`config.mk`:
```
export PLATFORM = sky130hd
export DESIGN_NAME = cpu_step_ctrl
export DESIGN_NICKNAME = d
export VERILOG_FILES = /design/src/rtl/cpu_step_ctrl_pkg.sv /design/src/rtl/cpu_step_ctrl_rate_div_cnt.sv /design/src/rtl/cpu_step_ctrl.sv
export SDC_FILE = /design/constraint.sdc
export NUM_CORES = 1
export LEC_CHECK = 0
export CORE_MARGIN = 3
export CORE_UTILIZATION = 36
export DETAILED_ROUTE_END_ITERATION = 10
export PLACE_DENSITY = 0.69
export SYNTH_ARGS = -nofsm -noshare
export SYNTH_HDL_FRONTEND = slang
export SYNTH_SLANG_ARGS = --single-unit
```
`constraint.sdc`:
```
create_clock -name clk -period 1.92 [get_ports clk]
set_input_delay 0.384 -clock clk [delete_from_list [all_inputs] [get_ports clk]]
set_output_delay 0.384 -clock clk [all_outputs]
set_load 0.005 [all_outputs]
```
`src/rtl/cpu_step_ctrl_pkg.sv`:
```
// ----------------------------------------------------------------------------
// cpu_step_ctrl_pkg
//   Shared definitions for the CPU step controller:
//   - state_e      : controller state encoding, also driven onto the state port
//   - CAUSE_*      : halt_cause codes shown on the seven-segment display
//   - DEFAULT_*    : default divider ratio (1 kHz @ 25 MHz) and counter width
//   - of_cause()   : halt cause for an overflow stop, folding in a breakpoint
// ----------------------------------------------------------------------------
package cpu_step_ctrl_pkg;

  typedef enum logic [1:0] {
    ST_IDLE = 2'b00,
    ST_STEP = 2'b01,
    ST_RUN  = 2'b10,
    ST_HALT = 2'b11
  } state_e;

  localparam logic [1:0] CAUSE_NONE = 2'b00;
  localparam logic [1:0] CAUSE_BP   = 2'b01;
  localparam logic [1:0] CAUSE_OF   = 2'b10;
  localparam logic [1:0] CAUSE_BOTH = 2'b11;

  localparam int DEFAULT_RATE_DIV = 25000;
  localparam int DEFAULT_CNT_W    = 16;

  // An overflow stop always reports the overflow bit; the breakpoint bit is
  // added when the PC also sits on an enabled breakpoint in that cycle.
  function automatic logic [1:0] of_cause(input logic bp_hit);
    return bp_hit ? CAUSE_BOTH : CAUSE_OF;
  endfunction

endpackage

```
`src/rtl/cpu_step_ctrl_rate_div_cnt.sv`:
```
// ----------------------------------------------------------------------------
// rate_div_cnt
//   Modulo-RATE_DIV counter that paces cpu_ce pulses in free-run mode.
//   Counts 0..RATE_DIV-1 while en is high, wraps to 0 after the terminal
//   count, and is forced to 0 by clr (clr has priority over en).
// Ports
//   clk  in  board clock
//   rst  in  asynchronous active-low reset
//   en   in  count enable
//   clr  in  synchronous clear to zero
//   tc   out high during the cycle the counter holds RATE_DIV-1 with en high
// ----------------------------------------------------------------------------
module rate_div_cnt
  import cpu_step_ctrl_pkg::*;
#(
  parameter int RATE_DIV = DEFAULT_RATE_DIV
) (
  input  logic clk,
  input  logic rst,
  input  logic en,
  input  logic clr,
  output logic tc
);

  localparam int DW = (RATE_DIV > 1) ? $clog2(RATE_DIV) : 1;
  localparam logic [DW-1:0] TC_VAL = DW'(RATE_DIV - 1);

  logic [DW-1:0] cnt_q;
  logic [DW-1:0] cnt_d;

  assign tc = en && (cnt_q == TC_VAL);

  always_comb begin
    cnt_d = cnt_q;
    if (clr) begin
      cnt_d = '0;
    end else if (en) begin
      cnt_d = tc ? '0 : cnt_q + 1'b1;
    end
  end

  always_ff @(posedge clk or negedge rst) begin
    if (!rst) begin
      cnt_q <= '0;
    end else begin
      cnt_q <= cnt_d;
    end
  end

endmodule

```
`src/rtl/cpu_step_ctrl.sv`:
```
// ----------------------------------------------------------------------------
// cpu_step_ctrl
//   Sequences a multi-cycle CPU from the board clock. A debounced step button
//   issues single cpu_ce pulses; the run switch free-runs the CPU at one pulse
//   every RATE_DIV cycles. Execution stops (HALT) on a PC breakpoint or on the
//   CPU overflow flag, and only clr leaves HALT.
//
//   cpu_ce is a one-cycle strobe with no back-pressure: the CPU advances one
//   step on every clock edge that samples cpu_ce high. It is registered and is
//   never high in two consecutive cycles.
//
// Ports
//   clk         in   board clock (only clock)
//   rst         in   asynchronous active-low reset
//   step_btn    in   debounced step button level; rising edge = one step
//   run_sw      in   1 = free-run, 0 = single-step mode
//   clr         in   synchronous clear: HALT->IDLE, zero step_cnt/divider
//   bp_en       in   breakpoint enable
//   bp_addr     in   breakpoint PC
//   pc          in   current CPU PC
//   of_in       in   CPU overflow flag
//   cpu_ce      out  one-cycle CPU clock-enable pulse
//   state       out  00 IDLE, 01 STEP, 10 RUN, 11 HALT
//   halt_cause  out  00 none, 01 breakpoint, 10 overflow, 11 both
//   step_cnt    out  cpu_ce pulses since reset/clr, saturating
// ----------------------------------------------------------------------------
module cpu_step_ctrl
  import cpu_step_ctrl_pkg::*;
#(
  parameter int RATE_DIV = DEFAULT_RATE_DIV,
  parameter int CNT_W    = DEFAULT_CNT_W
) (
  input  logic             clk,
  input  logic             rst,
  input  logic             step_btn,
  input  logic             run_sw,
  input  logic             clr,
  input  logic             bp_en,
  input  logic [31:0]      bp_addr,
  input  logic [31:0]      pc,
  input  logic             of_in,
  output logic             cpu_ce,
  output logic [1:0]       state,
  output logic [1:0]       halt_cause,
  output logic [CNT_W-1:0] step_cnt
);

  // --------------------------------------------------------------------------
  // Registers
  // --------------------------------------------------------------------------
  state_e             state_q,  state_d;
  logic               cpu_ce_q, cpu_ce_d;
  logic [1:0]         cause_q,  cause_d;
  logic [CNT_W-1:0]   cnt_q,    cnt_d;
  logic               resume_q, resume_d;
  logic               step_btn_q;
  // Delayed copy of cpu_ce: marks the cycle in which the CPU has just retired
  // a step, which is when its overflow flag is meaningful.
  logic               ce_prev_q;

  // --------------------------------------------------------------------------
  // Combinational qualifiers
  // --------------------------------------------------------------------------
  logic step_rise;
  logic bp_hit;
  logic of_trip;
  logic div_en;
  logic div_clr;
  logic div_tc;

  assign step_rise = step_btn & ~step_btn_q;
  assign bp_hit    = bp_en & (pc == bp_addr);
  assign of_trip   = ce_prev_q & of_in;

  // The divider only runs in RUN; holding it at zero everywhere else gives
  // exactly RATE_DIV cycles from RUN entry to the first pulse.
  assign div_en  = (state_q == ST_RUN);
  assign div_clr = clr | (state_q != ST_RUN);

  rate_div_cnt #(
    .RATE_DIV (RATE_DIV)
  ) u_rate_div_cnt (
    .clk (clk),
    .rst (rst),
    .en  (div_en),
    .clr (div_clr),
    .tc  (div_tc)
  );

  // --------------------------------------------------------------------------
  // Next-state logic
  // --------------------------------------------------------------------------
  always_comb begin
    state_d  = state_q;
    cpu_ce_d = 1'b0;
    cause_d  = cause_q;
    cnt_d    = cnt_q;
    resume_d = resume_q;

    unique case (state_q)
      ST_IDLE: begin
        if (of_trip) begin
          state_d = ST_HALT;
          cause_d = of_cause(bp_hit);
        end else if (run_sw) begin
          // Resume lets a PC parked on the breakpoint execute once.
          state_d  = ST_RUN;
          resume_d = 1'b1;
        end else if (step_rise) begin
          state_d  = ST_STEP;
          cpu_ce_d = 1'b1;
        end
      end

      ST_STEP: begin
        // The pulse was issued on entry; a single step ignores breakpoints.
        state_d = ST_IDLE;
      end

      ST_RUN: begin
        if (of_trip) begin
          state_d = ST_HALT;
          cause_d = of_cause(bp_hit);
        end else if (!run_sw) begin
          state_d = ST_IDLE;
        end else if (div_tc) begin
          if (bp_hit && !resume_q) begin
            state_d = ST_HALT;
            cause_d = CAUSE_BP;
          end else begin
            cpu_ce_d = 1'b1;
            resume_d = 1'b0;
          end
        end
      end

      ST_HALT: begin
        if (clr) begin
          state_d = ST_IDLE;
          cause_d = CAUSE_NONE;
        end
      end

      default: begin
        state_d = ST_IDLE;
      end
    endcase

    // Retired-step counter saturates at all-ones; clr overrides an increment
    // that lands in the same cycle.
    if (cpu_ce_d && (cnt_q != {CNT_W{1'b1}})) begin
      cnt_d = cnt_q + 1'b1;
    end
    if (clr) begin
      cnt_d = '0;
    end
  end

  // --------------------------------------------------------------------------
  // State and registered outputs
  // --------------------------------------------------------------------------
  always_ff @(posedge clk or negedge rst) begin
    if (!rst) begin
      state_q    <= ST_IDLE;
      cpu_ce_q   <= 1'b0;
      cause_q    <= CAUSE_NONE;
      cnt_q      <= '0;
      resume_q   <= 1'b0;
      step_btn_q <= 1'b0;
      ce_prev_q  <= 1'b0;
    end else begin
      state_q    <= state_d;
      cpu_ce_q   <= cpu_ce_d;
      cause_q    <= cause_d;
      cnt_q      <= cnt_d;
      resume_q   <= resume_d;
      step_btn_q <= step_btn;
      ce_prev_q  <= cpu_ce_q;
    end
  end

  assign cpu_ce     = cpu_ce_q;
  assign state      = state_q;
  assign halt_cause = cause_q;
  assign step_cnt   = cnt_q;

endmodule

```
==> flow_summary.json <==
{
  "start_util": 0.3837,
  "cts.sinks": 39,
  "htreeDepth": 2,
  "grt_overflow_total": 0,
  "yosysMostFrequentCell": "dfrtp_1",
  "clock-skew-final_ns": 0.01148,
  "place_inst": 504,
  "crit_type": "reg -> reg",
  "slew_headroom": 0.5104,
  "die_w_um": 89.67,
  "ys_ff_latch": 39,
  "avgRoutedWirePerCell_um": 15.39,
  "setup_violations": 16,
  "yosysUniqueCellTypes": 46,
  "reg2regPathDepth": 6,
  "grt_max_degree": 22,
  "synth.top_cells.by_count": "dfrtp_1 (39), xor2_1 (37), nor2_1 (24), nand2_1 (21), a21oi_1 (16)",
  "core_um2": 6568,
  "switching_share": 0.3120,
  "path_clk_slew_ns": 0.08,
  "synth_nets": 337,
  "synth_top_cell_area_share": 0.3873,
  "met2WireLength_mm": 3.738,
  "fin_ws_ns": -0.1559,
  "synth_largest_area_cell": "dfrtp_1",
  "fin_tns_setup_ns": -1.769,
  "intPower_uw": 1525,
  "netlist_area_um2": 2520,
  "fillCellCount": 550,
  "wl_met3_um": 813,
  "synth-seq-area-share": 0.3873,
  "critPathTopFamily": "simple AND/OR/NAND/NOR gates",
  "antenna_found_initial": 0,
  "viasPerCell": 5.110,
  "hold_buffers": 0,
  "power_frac_seq": 0.418,
  "worstSetupStartpointType": "register",
  "hp-class": "in -> async",
  "crit_path_end_kind": "register",
  "synth_warnings": 0,
  "worst_r2r_endpoint": "step_cnt[2]",
  "p_per_area_nw_per_um2": 521.8,
  "drive_gt1_frac": 0.3427,
  "reg2reg_from": "u_rate_div_cnt.cnt_q[11]",
  "switching_power_uw": 691.6,
  "reg2reg_slack_ns": -0.16,
  "critPathBufInv": 0,
  "synth_top_flop_cell": "dfrtp_1",
  "fin_hold_ws_ns": 0.03751,
  "slowest_stage": "or4_4",
  "power.leakage_uw": 0.001925,
  "yosys-top-cells-area": "dfrtp_1 (39%), xor2_1 (13%), nor2_1 (3.6%)",
  "dr.pass1.iters": 4,
  "drc_errors": 0,
  "combPwrFrac": 0.324,
  "clock_path_buffers": 2,
  "final_area_um2": 4249,
  "antenna_cells": 0,
  "grtUsageTotal": 0.1864,
  "hold_viol": 0,
  "ir_worst_vdd_uv": 416.4,
  "numCtsBuffers": 5,
  "post-route-util": 0.6470,
  "placed_area_um2": 4041,
  "gp_congestion": 0.8126,
  "required_ns": 2.14,
  "fmax_ghz": 0.4817,
  "num_io_pins": 92,
  "drt_wl_total_mm": 7.990,
  "cp_max_fo": 8,
  "clk_latency_ns": 0.29,
  "syn_avg_cell_area_um2": 9.545,
  "grt_pass1_vias": 2528,
  "clkPwrFrac": 0.258,
  "worst_pin_slew_ns": 0.7344,
  "syn2layout_area_growth_pct": 68.62,
  "tritoncts": "yes",
  "hpwlAfterDp_mm": 5.886,
  "fp.dieArea_um2": 8040,
  "die_y_um": 89.67,
  "port-buffer-count": 91,
  "final_cells": 519,
  "fin_crit_ns": 2.076,
  "syn_inst": 264,
  "grt_first_pass_wirelength_mm": 11.69,
  "slew_violations": 0,
  "via_count": 2652,
  "num_rows": 29,
  "dr.first_iter.drc_count": 194,
  "crit_chain": "nor4b_4, nand4_4, o21bai_4, o311ai_4, or4_4, a21oi_2",
  "failed_checks": "negative setup slack",
  "critPathArrivalTime_ns": 2.30,
  "synth_edf_count": 0,
  "maxUsedRoutingLayer": "met4",
  "ant_nets": 0,
  "cap_viol_max_count": 0,
  "rsz0062_at_grt": "true",
  "root_buffer": "clkbuf_8",
  "max_stage_delay_ns": 0.48,
  "wl_met1_mm": 3.340,
  "nNetsFinal": 499,
  "outcome": "finished with violations",
  "synth-async-reset-ratio": 1.000,
  "finalCritPeriodShare": 1.081
}
[cell usage in the layout (no fill, tap or decap), drive strengths merged, types with 13 or more instances in the layout]
cell type	synthesis	final
clkdlybuf4s50	0	26
o31ai	13	13
nand3	15	15
dfrtp	39	39
a21oi	16	16
xor2	37	37
clkdlybuf4s15	0	14
buf	4	74
nor2	24	24
nand2	22	22
clkbuf	3	24
dlygate4sd2	0	26
[timing repair]
action,4_1_cts,5_1_grt
resized for setup,92,64
setup buffers,3,5
pin swaps,40,21
endpoints found under the setup margin,19,19
[final cells by class]
class / instances / area, µm² / share of cell area
repair buffers: 162 / 1345 / 0.3165
clock inverters: 1 / 5.005 / 0.001178
inverters: 4 / 15.01 / 0.003534
clock buffers: 6 / 82.58 / 0.01943
multi-input cells: 214 / 1709 / 0.4022
well taps: 93 / 116.4 / 0.02739
flip-flops and latches: 39 / 975.9 / 0.2297
[power groups by stage]
stage	registers, µW	logic, µW	clock network [µW]
after floorplan	948	266	0
after global placement	933	709	0
after detailed placement	937	719	0
after CTS	924	702	586
after global routing	933	789	621
final	926	719	572
[how the worst max path moves through the flow]
stage                              from       endpoint  cells after the start
5_1_grt        u_rate_div_cnt.cnt_q[11]    step_cnt[7]                      6
2_1_floorplan               step_cnt[5]   step_cnt[15]                      6
6_report       u_rate_div_cnt.cnt_q[11]    step_cnt[2]                      6
3_5_place_dp                 bp_addr[7]  halt_cause[1]                      8
3_3_place_gp                 bp_addr[7]  halt_cause[1]                      8
4_1_cts        u_rate_div_cnt.cnt_q[11]    step_cnt[2]                      6
[kinds of logic after synthesis]
family	after synthesis	synth area share
simple gates	121	0.2875
fa+ha+maj	2	0.009929
buf+inv	11	0.02283
flops	39	0.3873
xor+xnor	44	0.1529
compound gates	44	0.1261
mux	3	0.01341
[layer usage]
metal | track usage | up-vias
li1 | - | 1281
met2 | 0.3032 | 117
met1 | 0.2403 | 1243
met4 | 0.05548 | 0
met5 | 0 | -
met3 | 0.05383 | 11
[metrics by stage]
stage | power (µW) | setup slack, ns
floorplan | 1214 | -0.05065
global placement | 1642 | -0.6211
detailed placement | 1656 | -0.6328
CTS | 2212 | -0.1319
global route | 2343 | -0.2475
finish | 2217 | -0.1559
[registers in the layout, indices dropped and copies added (netlist names)]
register and count:
ce_prev_q 1, cpu_ce 1, halt_cause 2, resume_q 1, state 2, step_btn_q 1, step_cnt 16, u_rate_div_cnt.cnt_q 15
[worst register-to-register path, cell delays in order (launching register included)]
cell      delay [ns]
dfrtp_1         0.41
nor4b_4         0.38
nand4_4         0.15
o21bai_4        0.22
o311ai_4        0.20
or4_4           0.48
a21oi_2         0.16
Power figures use the tool's default switching activity.
